$ cat src/rtl/mod_updown_counter_if.sv
// Control/status bundle for mod_updown_counter.
//   enable     : count enable, one step per cycle while high
//   up_down    : direction, 1 = up, 0 = down
//   load       : parallel load strobe (wins over enable)
//   load_value : value to load; clamped to the top of the count range
//   out        : registered count
//   tc         : combinational terminal-count flag
//   wrap       : registered one-cycle wrap-around pulse
// The master modport drives the controls. The slave modport is the counter side.
interface mod_updown_counter_if #(
  parameter int WIDTH = 8
);
  logic             enable;
  logic             up_down;
  logic             load;
  logic [WIDTH-1:0] load_value;
  logic [WIDTH-1:0] out;
  logic             tc;
  logic             wrap;

  modport master (
    output enable, up_down, load, load_value,
    input  out, tc, wrap
  );

  modport slave (
    input  enable, up_down, load, load_value,
    output out, tc, wrap
  );
endinterface

$ cat src/rtl/mod_updown_counter.sv
// Modulo-N up/down counter with parallel load. It has a wrap-around mode and
// a saturating mode.
//   clk   : sole clock, rising edge
//   reset : synchronous active-high reset; clears the count and the wrap pulse
//   bus   : mod_updown_counter_if.slave with these signals:
//           - enable, up_down, load and load_value come in.
//           - out, tc and wrap go out.
// Parameters:
//   WIDTH    : count register width
//   MODULUS  : count range 0..MODULUS-1 (2 <= MODULUS <= 2**WIDTH)
//   SATURATE : 0 = wrap around at the ends, 1 = stick at the ends
module mod_updown_counter #(
  parameter int WIDTH    = 8,
  parameter int MODULUS  = 256,
  parameter int SATURATE = 0
) (
  input  logic                  clk,
  input  logic                  reset,
  mod_updown_counter_if.slave   bus
);

  localparam logic [WIDTH-1:0] CNT_MAX = WIDTH'(MODULUS - 1);
  localparam logic [WIDTH:0]   CNT_MOD = (WIDTH+1)'(MODULUS);

  logic [WIDTH-1:0] cnt_p1;
  logic             wrap_p1;
  logic             at_top;
  logic             at_bottom;

  // Loaded values outside the count range pin to the top of the range.
  function automatic logic [WIDTH-1:0] clamp_load(input logic [WIDTH-1:0] lv);
    if ({1'b0, lv} >= CNT_MOD) return CNT_MAX;
    return lv;
  endfunction

  // One count step. The result is {wrap_flag, next_count}. At the top and
  // bottom of the range, the step either wraps modulo MODULUS or saturates.
  function automatic logic [WIDTH:0] step_count(input logic [WIDTH-1:0] cur,
                                                input logic             up);
    if (up) begin
      if (cur == CNT_MAX)
        return (SATURATE != 0) ? {1'b0, CNT_MAX} : {1'b1, {WIDTH{1'b0}}};
      return {1'b0, cur + WIDTH'(1)};
    end
    if (cur == '0)
      return (SATURATE != 0) ? {1'b0, {WIDTH{1'b0}}} : {1'b1, CNT_MAX};
    return {1'b0, cur - WIDTH'(1)};
  endfunction

  assign at_top    = (cnt_p1 == CNT_MAX);
  assign at_bottom = (cnt_p1 == '0);

  // Terminal count looks at the live direction and enable. A direction change
  // therefore shows up in tc at once.
  assign bus.tc   = bus.enable & ((bus.up_down & at_top) | (~bus.up_down & at_bottom));
  assign bus.out  = cnt_p1;
  assign bus.wrap = wrap_p1;

  // Count register stage: reset > load > count > hold
  always_ff @(posedge clk) begin
    if (reset) begin
      cnt_p1  <= '0;
      wrap_p1 <= 1'b0;
    end else if (bus.load) begin
      cnt_p1  <= clamp_load(bus.load_value);
      wrap_p1 <= 1'b0;
    end else if (bus.enable) begin
      {wrap_p1, cnt_p1} <= step_count(cnt_p1, bus.up_down);
    end else begin
      wrap_p1 <= 1'b0;
    end
  end

endmodule

$ cat src/flat_wrapper.sv
// flat-port wrapper written by rule: the top's interface ports become plain ports
module mod_updown_counter_flat 
#(
  parameter int WIDTH    = 8,
  parameter int MODULUS  = 256,
  parameter int SATURATE = 0
)
  (clk, reset, bus_enable, bus_up_down, bus_load, bus_load_value, bus_out, bus_tc, bus_wrap);
  mod_updown_counter_if #(.WIDTH(WIDTH)) bus_i ();
  input  logic clk;
  input  logic reset;
  input wire logic [$bits(bus_i.enable)-1:0] bus_enable;
  input wire logic [$bits(bus_i.up_down)-1:0] bus_up_down;
  input wire logic [$bits(bus_i.load)-1:0] bus_load;
  input wire logic [$bits(bus_i.load_value)-1:0] bus_load_value;
  output wire logic [$bits(bus_i.out)-1:0] bus_out;
  output wire logic [$bits(bus_i.tc)-1:0] bus_tc;
  output wire logic [$bits(bus_i.wrap)-1:0] bus_wrap;
  assign bus_i.enable = bus_enable;
  assign bus_i.up_down = bus_up_down;
  assign bus_i.load = bus_load;
  assign bus_i.load_value = bus_load_value;
  assign bus_out = bus_i.out;
  assign bus_tc = bus_i.tc;
  assign bus_wrap = bus_i.wrap;
  mod_updown_counter #(.WIDTH(WIDTH), .MODULUS(MODULUS), .SATURATE(SATURATE)) u_core (.clk(clk), .reset(reset), .bus(bus_i));
endmodule
$ cat config.mk
export PLATFORM = sky130hd
export DESIGN_NAME = mod_updown_counter_flat
export DESIGN_NICKNAME = d
export VERILOG_FILES = /design/src/rtl/mod_updown_counter_if.sv /design/src/rtl/mod_updown_counter.sv /design/src/flat_wrapper.sv
export SDC_FILE = /design/constraint.sdc
export NUM_CORES = 1
export LEC_CHECK = 0
export CORE_ASPECT_RATIO = 1.5
export CORE_MARGIN = 2
export CORE_UTILIZATION = 30
export DETAILED_ROUTE_END_ITERATION = 10
export PLACE_DENSITY = 0.65
export SETUP_SLACK_MARGIN = 0.5
export SLEW_MARGIN = 20
export SYNTH_ARGS = -nofsm -noshare
export SYNTH_HDL_FRONTEND = slang
export SYNTH_SLANG_ARGS = --single-unit
$ cat constraint.sdc
create_clock -name clk -period 3.16 [get_ports clk]
set_clock_uncertainty 0.15 [all_clocks]
set_input_delay 0.632 -clock clk [delete_from_list [all_inputs] [get_ports clk]]
set_output_delay 0.632 -clock clk [all_outputs]
set_load 0.05 [all_outputs]
==> impl_metrics.ini, run 1 <==
[outcome]
status = finished, final reports clean

[placement]
gp_congestion = 0.903
io_buffers = 22
detailed_place_hpwl_um = 1900

[sta]
period_needed_ps = 2580
rsz0062_at_grt = false
maxClockFrequency_mhz = 387
setup_tns_ps = 0
period_share_pct = 81.8
holdWs_ps = 454
maxSlewViolCount = 0
maxSlewHeadroom_pct = 66.4
finalHoldViolations = 0
setup_viol = 0
worst_slew_pin_slew_ps = 502

[pwr]
irDropWorstVdd_uv = 191
power_density_nw_per_um2 = 385
p_leak_nw = 0.493

[clock_network]
clockBufferDepth = 2
clk_pin_slew_worst_paths_ps = 50
clk_latency_ps = 240
cts_sinks = 9
hold_buffers = 0
cts-root-buf = clkbuf_8
numCtsBuffers = 3
tritoncts = done
cts-htree-levels = 1

[synth]
yosysUniqueCellTypes = 45
synth_seq_area_share_pct = 18.7
syn_area_um2 = 966
synthCells = 124
synth_warnings = 0
avgSynthCellArea_um2 = 7.79
synth.net_count = 140
ys_ff_latch = 9

[routing]
wl_per_cell_um = 14.2
firstDrtPassIters = 5
drt-vias-per-instance = 5.45
antenna_left = 0
via_count = 1003
drt_iter0_drc = 47
drt_wl_total_um = 2620
drcViolationCount = 0

[floorplanning]
rows = 25
num_io_pins = 23
fp.dieH_um = 73.5
core_um2 = 3130
start_util_pct = 30.9
die_w_um = 50.3
die_area_um2 = 3700

[global_route]
first_global_vias = 954
track_usage_pct = 15.8
antenna_found_initial = 0
grt_pass1_wl_um = 4430
grt-ovfl-total = 0
grt_max_degree = 14

[worst_setup_path]
critPathKind = reg -> out
rr_endpoint = u_core.bus.out[2]$_SDFFE_PP0P_
arrival_ps = 1800
timing.rr.start = u_core.bus.out[0]$_SDFFE_PP0P_
rr_worst_depth = 7
cp-start-kind = flop
cp.required_ps = 2380
critPathCaptureType = output pin
r2r_slack_ps = 1110
critPathMaxFanout = 2

[finish]
areaGrowthSynthToFinish_pct = 29.8
drive_above_1_share_pct = 18.8
final_cell_mix = 20 x clkdlybuf4s50_1, 11 x nor2_1, 11 x a21oi_1
nFillCells = 323
mostFrequentLayoutCell = clkdlybuf4s50_1
diodes = 0
nets = 161

[worst_hold_path]
holdPathEnd = u_core.bus.out[2]$_SDFFE_PP0P_
min_from = u_core.bus.out[2]$_SDFFE_PP0P_
hold_depth = 2
hold_path.class = reg -> reg

[run]
maxCapViolCount = 0
registers in the layout, indices dropped and copies added, names as in the netlist:
| register | cells |
|---|---|
| u_core.bus.wrap | 1 |
| u_core.bus.out | 8 |
power by group:
group          switching, W  leakage (nW)  internal, W
Sequential        0.0000207        0.0759     0.000123
Combinational      0.000107         0.394    0.0000912
Clock             0.0000531        0.0228    0.0000886
how the worst max path moves through the flow:
stage,from,to,cells after the start
global route,u_core.bus.out[7]$_SDFFE_PP0P_,bus_tc,5
CTS,u_core.bus.out[0]$_SDFFE_PP0P_,bus_tc,7
global placement,bus_up_down,bus_tc,5
floorplan,u_core.bus.out[0]$_SDFFE_PP0P_,bus_tc,7
finish,u_core.bus.out[0]$_SDFFE_PP0P_,bus_tc,7
detailed placement,bus_up_down,bus_tc,5
cell families (layout without fill, tap and decap cells):
group / count (synthesis) / after routing / synth area share [%]
AO/OA/AOI/OAI: 37 / 37 / 26.6
adder cells (fa/ha/maj): 3 / 3 / 3.89
flip-flops: 9 / 9 / 18.7
AND/OR/NAND/NOR: 51 / 51 / 29.5
buffers and inverters: 19 / 39 / 16.7
multiplexers: 1 / 1 / 1.04
XOR/XNOR: 4 / 4 / 3.63
critical path, cell delays in order (launching register included):
cell     delay [ps]
dfxtp_4         350
inv_4            60
ha_4            120
or4b_4          480
nor3_4          160
a41oi_2          80
nor2b_4         170
buf_12          140
per-stage QoR:
stage / setup WS [ps] / cells / power [W] / utilization (%) / cell area (um2)
2_1_floorplan: 536 / 124 / 0.000288 / - / 992
5_1_grt: 506 / 184 / 0.000507 / 40.1 / 1250
4_1_cts: 506 / 184 / 0.000481 / 39.8 / 1240
6_report: 575 / 184 / 0.000483 / 40.1 / 1250
3_5_place_dp: 416 / 176 / 0.000325 / 36.5 / 1140
3_3_place_gp: 424 / 176 / 0.000323 / 36.5 / 1140
final cells by class:
class	count	area (um2)	share of cell area [%]
well taps	40	50.0	3.99
repair buffers	29	282	22.5
flip-flops and latches	9	189	15.1
multi-input cells	96	663	52.9
clock buffers	4	45.0	3.59
inverters	6	25.0	2.00
cell usage after synthesis:
cell type	instances	area, um2
a21boi_1	1	7.51
a21o_1	3	22.5
a21oi_1	11	55.1
a221oi_2	1	15.0
a311o_1	1	10.0
a31oi_1	4	25.0
a41o_1	1	10.0
a41oi_1	2	17.5
and3_1	1	6.26
buf_4	1	7.51
buf_6	6	67.6
buf_8	1	15.0
bufbuf_8	2	37.5
clkbuf_1	3	11.3
dfxtp_1	9	180
ha_1	3	37.5
inv_1	6	22.5
mux2i_1	1	10.0
nand2_1	9	33.8
nand2b_1	3	18.8
nand2b_2	1	8.76
nand2b_4	1	13.8
nand3_1	8	40.0
nand4_1	1	6.26
nor2_1	11	41.3
nor2b_1	1	6.26
nor3_1	3	15.0
nor3_2	2	20.0
nor3b_1	2	15.0
nor4_1	1	6.26
nor4b_1	1	8.76
o211a_1	2	20.0
o211ai_1	1	7.51
o21a_1	1	7.51
o21ai_0	1	5.00
o21ai_1	2	10.0
o22ai_1	3	18.8
o31a_1	1	8.76
o31ai_1	1	7.51
o41ai_1	1	8.76
or2_2	1	6.26
or3_1	4	25.0
or4b_4	1	13.8
xnor2_1	3	26.3
xor2_1	1	8.76
repair_timing:
item                       4_1_cts  5_1_grt
pin swaps                        1        1
gates resized for setup          8        3
setup endpoints to repair        1        1
buffers inserted                 4        0
hold endpoints to repair         0        0
metal layers:
layer	global-route usage, %	share of wire [%]
met1	17.6	40
met2	27.6	52
met3	2.24	5.4
met4	10.5	2.4
met5	0	0
(Power assumes the default switching activity.)
==> inputs of run 2 (changes only) <==
--- a/config.mk
+++ b/config.mk
@@ -9,7 +9,7 @@
 export CORE_MARGIN = 2
 export CORE_UTILIZATION = 30
 export DETAILED_ROUTE_END_ITERATION = 10
-export PLACE_DENSITY = 0.65
+export PLACE_DENSITY = 0.67
 export SETUP_SLACK_MARGIN = 0.5
 export SLEW_MARGIN = 20
 export SYNTH_ARGS = -nofsm -noshare
==> constraint.sdc (replaced) <==
create_clock -name clk -period 2.2 [get_ports clk]
set_clock_uncertainty 0.15 [all_clocks]
set_input_delay 0.44 -clock clk [delete_from_list [all_inputs] [get_ports clk]]
set_output_delay 0.44 -clock clk [all_outputs]
set_load 0.05 [all_outputs]
==> run 2 against run 1 <==
  * The flow now finishes with violations (negative setup slack)
  * First-iteration DRC count decreased by 51%
  * Non-clock buffer count increased by 17
  * Setup slack got worse by 740 ps
  * Sequential power increased by 38%
  * Routed wire length increased by 15%
  * Total power increased by 57%
  * Final area increased by 17%
  * Highest routed layer unchanged
==> impl_metrics.ini, run 2 (synthesis results as in run 1) <==
[outcome]
status = complete, but fails checks
violations = negative setup slack

[routing]
wl_per_cell_um = 14.9
via_count = 1099
firstDrtPassIters = 4
drcViolationCount = 0
drt-vias-per-instance = 5.47
drt_wl_total_um = 3000
antenna_left = 0
drt_iter0_drc = 23

[global_route]
grt_max_degree = 13
grt-ovfl-total = 0
track_usage_pct = 17.2
antenna_found_initial = 0
grt_pass1_wl_um = 4810
first_global_vias = 1082

[finish]
final_cell_mix = 22 x buf_4, 10 x clkdlybuf4s50_1, 9 x nand2_1, 9 x nor2_1, 9 x a21oi_1
final_cell_count_no_fill = 201
areaGrowthSynthToFinish_pct = 52.2
design_area_um2 = 1470
nets = 178
drive_above_1_share_pct = 41.0
mostFrequentLayoutCell = buf_4
diodes = 0
nFillCells = 308
largest_register_ffs = 8

[pwr]
netSwitchingFraction_pct = 37.8
p_int_w = 0.000472
pwr-share-seq_pct = 26.1
irDropWorstVdd_uv = 255
p_leak_nw = 0.609
power_density_nw_per_um2 = 516
clkPwrFrac_pct = 27.3
p_sw_w = 0.000286
pwr-share-comb_pct = 46.6

[clock_network]
clk_latency_ps = 240
cts-htree-levels = 1
tritoncts = done
clk_pin_slew_worst_paths_ps = 50
numCtsBuffers = 3
cts_sinks = 9
cts-root-buf = clkbuf_8
hold_buffers = 0
clockBufferDepth = 2

[worst_setup_path]
r2r_slack_ps = 0
path_delay_family = simple AND/OR/NAND/NOR gates
worstPathCellList = inv_4 > ha_4 > or4b_4 > nor3_4 > a41oi_2 > nor2b_4 > buf_12
cp-start-kind = flop
path_buf_inv = 2
critPathMaxFanout = 2
slowest_stage = or4b_4
cpPeakStageDelay_ps = 480
critPathCaptureType = output pin
arrival_ps = 1770
timing.rr.start = u_core.bus.out[0]$_SDFFE_PP0P_
rr_endpoint = u_core.bus.out[2]$_SDFFE_PP0P_
rr_worst_depth = 9
critPathKind = reg -> out
cp.required_ps = 1610

[floorplanning]
num_io_pins = 23
die_area_um2 = 3700
rows = 25
start_util_pct = 30.9
core_um2 = 3130
fp.dieH_um = 73.5
die_w_um = 50.3

[sta]
period_needed_ps = 2360
period_share_pct = 107
maxSlewViolCount = 0
rsz0062_at_grt = true
maxSlewHeadroom_pct = 68.0
finalHoldViolations = 0
setup_ws_ps = -161
worst_slew_pin_slew_ps = 482
maxClockFrequency_mhz = 424
setup_viol = 2

[placement]
io_buffers = 22
gp_congestion = 0.964
placed_cells = 188
detailed_place_hpwl_um = 2220
placed_area_um2 = 1290

[worst_hold_path]
hold_depth = 1
holdPathEnd = u_core.bus.out[6]$_SDFFE_PP0P_
min_from = u_core.bus.out[6]$_SDFFE_PP0P_
hold_path.class = reg -> reg

[run]
maxCapViolCount = 0
## run 2: layer usage
metal / wire length (um) / track usage [%] / vias to the layer above
met2: 1640 / 33.3 / 39
met3: 164 / 2.44 / 11
met5: 0 / 0 / -
met1: 1080 / 16.7 / 526
li1: - / - / 523
met4: 110 / 10.5 / 0
## run 2: cell type report
type / instances / area, um2 / share of cell area, %
multi-input cells: 96 / 722 / 49.1
repair buffers: 46 / 418 / 28.4
well taps: 40 / 50.0 / 3.40
clock buffers: 4 / 45.0 / 3.06
flip-flops and latches: 9 / 208 / 14.1
inverters: 6 / 27.5 / 1.87
## run 2: worst max-delay path by stage
stage | from | endpoint | slack, ps | cells past startpoint
final | u_core.bus.out[0]$_SDFFE_PP0P_ | bus_tc | -160 | 7
after global routing | u_core.bus.out[0]$_SDFFE_PP0P_ | bus_tc | -210 | 7
after CTS | u_core.bus.out[1]$_SDFFE_PP0P_ | bus_tc | -210 | 7
after detailed placement | bus_up_down | bus_tc | -30 | 5
after global placement | bus_up_down | bus_tc | -6 | 5
after floorplan | u_core.bus.out[1]$_SDFFE_PP0P_ | bus_tc | -190 | 7
## run 2: repair_timing
action                                  CTS  global route
setup buffers                             5             4
gates resized for setup                  35             4
endpoints found under the setup margin   16             9
pin swaps                                 4             3
## run 2: through the flow
| step | hold WS, ps | total power (W) | setup WS [ps] | util (%) | setup TNS (ps) |
|---|---|---|---|---|---|
| after floorplan | 429 | 0.000428 | -187 | - | -187 |
| after global placement | 373 | 0.000501 | -5.55 | 41.1 | -5.55 |
| after detailed placement | 380 | 0.000505 | -25.1 | 41.1 | -50.0 |
| after CTS | 391 | 0.000742 | -210 | 45.6 | -210 |
| after global routing | 416 | 0.000797 | -212 | 47.0 | -289 |
| final | 388 | 0.000758 | -161 | 47.0 | -163 |
## run 2: power groups by stage
stage	Clock, W	Sequential, W	Combinational (W)
2_1_floorplan	0	0.000230	0.000198
3_3_place_gp	0	0.000199	0.000302
3_5_place_dp	0	0.000200	0.000305
4_1_cts	0.000208	0.000198	0.000336
5_1_grt	0.000219	0.000201	0.000377
6_report	0.000207	0.000198	0.000353
==> inputs of run 3 (changes only) <==
--- a/config.mk
+++ b/config.mk
@@ -10,8 +10,6 @@
 export CORE_UTILIZATION = 30
 export DETAILED_ROUTE_END_ITERATION = 10
 export PLACE_DENSITY = 0.67
-export SETUP_SLACK_MARGIN = 0.5
-export SLEW_MARGIN = 20
 export SYNTH_ARGS = -nofsm -noshare
 export SYNTH_HDL_FRONTEND = slang
 export SYNTH_SLANG_ARGS = --single-unit
==> run 3 against run 2 <==
  * The flow still finishes with violations (negative setup slack)
  * Routed wire length shrank 3.2%
  * Critical path depth is the same
  * Hold slack better by 47 ps
  * Sequential power shrank 3%
  * Highest routed layer unchanged
  * Utilization fell by 4.9 points
  * Fmax fell by 1.5%
  * Combinational power decreased by 10%
  * Register-to-register slack better by 180 ps
  * Non-clock buffer count shrank 6
  * Cell count fell by 3.0%
==> impl_metrics.ini, run 3 (synthesis results as in run 1) <==
[sta]
setup_viol = 1
setup_ws_ps = -196
period_needed_ps = 2400
period_share_pct = 109
rsz0062_at_grt = true
finalHoldViolations = 0
maxClockFrequency_mhz = 417
setup_tns_ps = -196
worst_slew_pin_slew_ps = 490
maxSlewHeadroom_pct = 67.2
maxSlewViolCount = 0

[clock_network]
clk_pin_slew_worst_paths_ps = 50
hold_buffers = 0
numCtsBuffers = 3
clockBufferDepth = 2
cts-htree-levels = 1
cts_sinks = 9
tritoncts = done
clk_latency_ps = 250
cts-root-buf = clkbuf_8

[routing]
met3_length_um = 114
antenna_left = 0
drcViolationCount = 0
drt_wl_total_um = 2900
firstDrtPassIters = 4
drt-vias-per-instance = 5.32
dr_wl_met2_um = 1560
m1WireLength_um = 1150
via_count = 1037
drt_iter0_drc = 56
top_layer_used = met4
wl_per_cell_um = 14.9

[placement]
detailed_place_hpwl_um = 2210
gp_congestion = 0.882
io_buffers = 22
dpl_worst_slack_ps = -27.4

[global_route]
first_global_vias = 1039
grt_max_degree = 13
grt-ovfl-total = 0
grt_pass1_wl_um = 4780
track_usage_pct = 17.4
antenna_found_initial = 0

[finish]
nets = 172
regArea_um2 = 190
largest_register_ffs = 8
mostFrequentLayoutCell = buf_4
final_cell_mix = 26 x buf_4, 13 x clkdlybuf4s50_1, 11 x nor2_1, 11 x a21oi_1, 9 x nand2_1
areaGrowthSynthToFinish_pct = 36.3
nFillCells = 321
multi_input_area_um2 = 658
diodes = 0
drive_above_1_share_pct = 29.7

[floorplanning]
core_um2 = 3130
fp.dieH_um = 73.5
die_w_um = 50.3
die_area_um2 = 3700
num_io_pins = 23
rows = 25
start_util_pct = 30.9

[worst_setup_path]
arrival_ps = 1810
cp.required_ps = 1610
rr_worst_depth = 7
critPathMaxFanout = 2
critPathKind = reg -> out
crit_path_end = bus_tc
timing.rr.start = u_core.bus.out[0]$_SDFFE_PP0P_
rr_endpoint = u_core.bus.out[2]$_SDFFE_PP0P_
r2r_slack_ps = 180
critPathLaunch = u_core.bus.out[0]$_SDFFE_PP0P_
cp-start-kind = flop
critPathCaptureType = output pin

[outcome]
status = complete, but fails checks
violations = negative setup slack

[worst_hold_path]
hold_depth = 1
hold_path.class = reg -> reg

[pwr]
p_leak_nw = 0.561
power_density_nw_per_um2 = 545
irDropWorstVdd_uv = 295
power.total_w = 0.000717

[run]
maxCapViolCount = 0
==> run 3: cell count changes in the layout (fill, tap and decap cells not counted), sizes merged <==
| cell | delta |
|---|---|
| buf | -2 |
| clkdlybuf4s50 | +3 |
| clkdlybuf4s15 | -4 |
| dlygate4sd2 | -3 |
==> run 3: cell type report <==
class                      count  share of cell area (%)
clock buffer                   4                    3.42
multi-input combinational     96                    50.0
sequential                     9                    14.4
timing repair buffer          40                    26.2
tap                           40                    3.80
inverter                       6                    2.09
==> run 3: stage by stage <==
stage	utilization (%)	instances	hold slack, ps	area [um2]
after floorplan	-	124	431	1020
after global placement	39.3	188	457	1230
after detailed placement	39.3	188	469	1230
after CTS	41.7	194	486	1310
after global routing	42.1	195	463	1320
final	42.1	195	435	1320
==> run 3: where the power goes <==
| part | internal [W] | leakage [nW] | switching (W) |
|---|---|---|---|
| clock network | 0.000128 | 0.0228 | 0.0000811 |
| registers | 0.000176 | 0.0762 | 0.0000152 |
| logic | 0.000143 | 0.462 | 0.000174 |
| total | 0.000447 | 0.561 | 0.000270 |
==> run 3: metal layers <==
metal | GRT usage, % | vias up
met5 | 0 | -
met4 | 10.8 | 0
met3 | 1.42 | 5
met2 | 31.6 | 28
met1 | 19.4 | 496
li1 | - | 508
==> run 3: repair_timing <==
action                     CTS  global route
setup buffers                2             1
resized for setup            4             2
pin swaps                    2             2
cloned                       0             0
setup endpoints to repair    1             1
==> run 3: worst min-delay path by stage <==
stage | startpoint | to
floorplan | bus_load_value[1] | u_core.bus.out[1]$_SDFFE_PP0P_
global placement | u_core.bus.out[7]$_SDFFE_PP0P_ | u_core.bus.out[7]$_SDFFE_PP0P_
detailed placement | u_core.bus.out[7]$_SDFFE_PP0P_ | u_core.bus.out[7]$_SDFFE_PP0P_
CTS | u_core.bus.out[7]$_SDFFE_PP0P_ | u_core.bus.out[7]$_SDFFE_PP0P_
global route | u_core.bus.out[6]$_SDFFE_PP0P_ | u_core.bus.out[6]$_SDFFE_PP0P_
finish | u_core.bus.out[6]$_SDFFE_PP0P_ | u_core.bus.out[6]$_SDFFE_PP0P_
==> run 3: critical path, stage by stage (launching register included) <==
cell and delay (ps):
dfxtp_4 340, inv_4 60, ha_4 120, or4b_4 490, nor3_4 160, a41oi_2 80
nor2b_4 160, buf_12 140
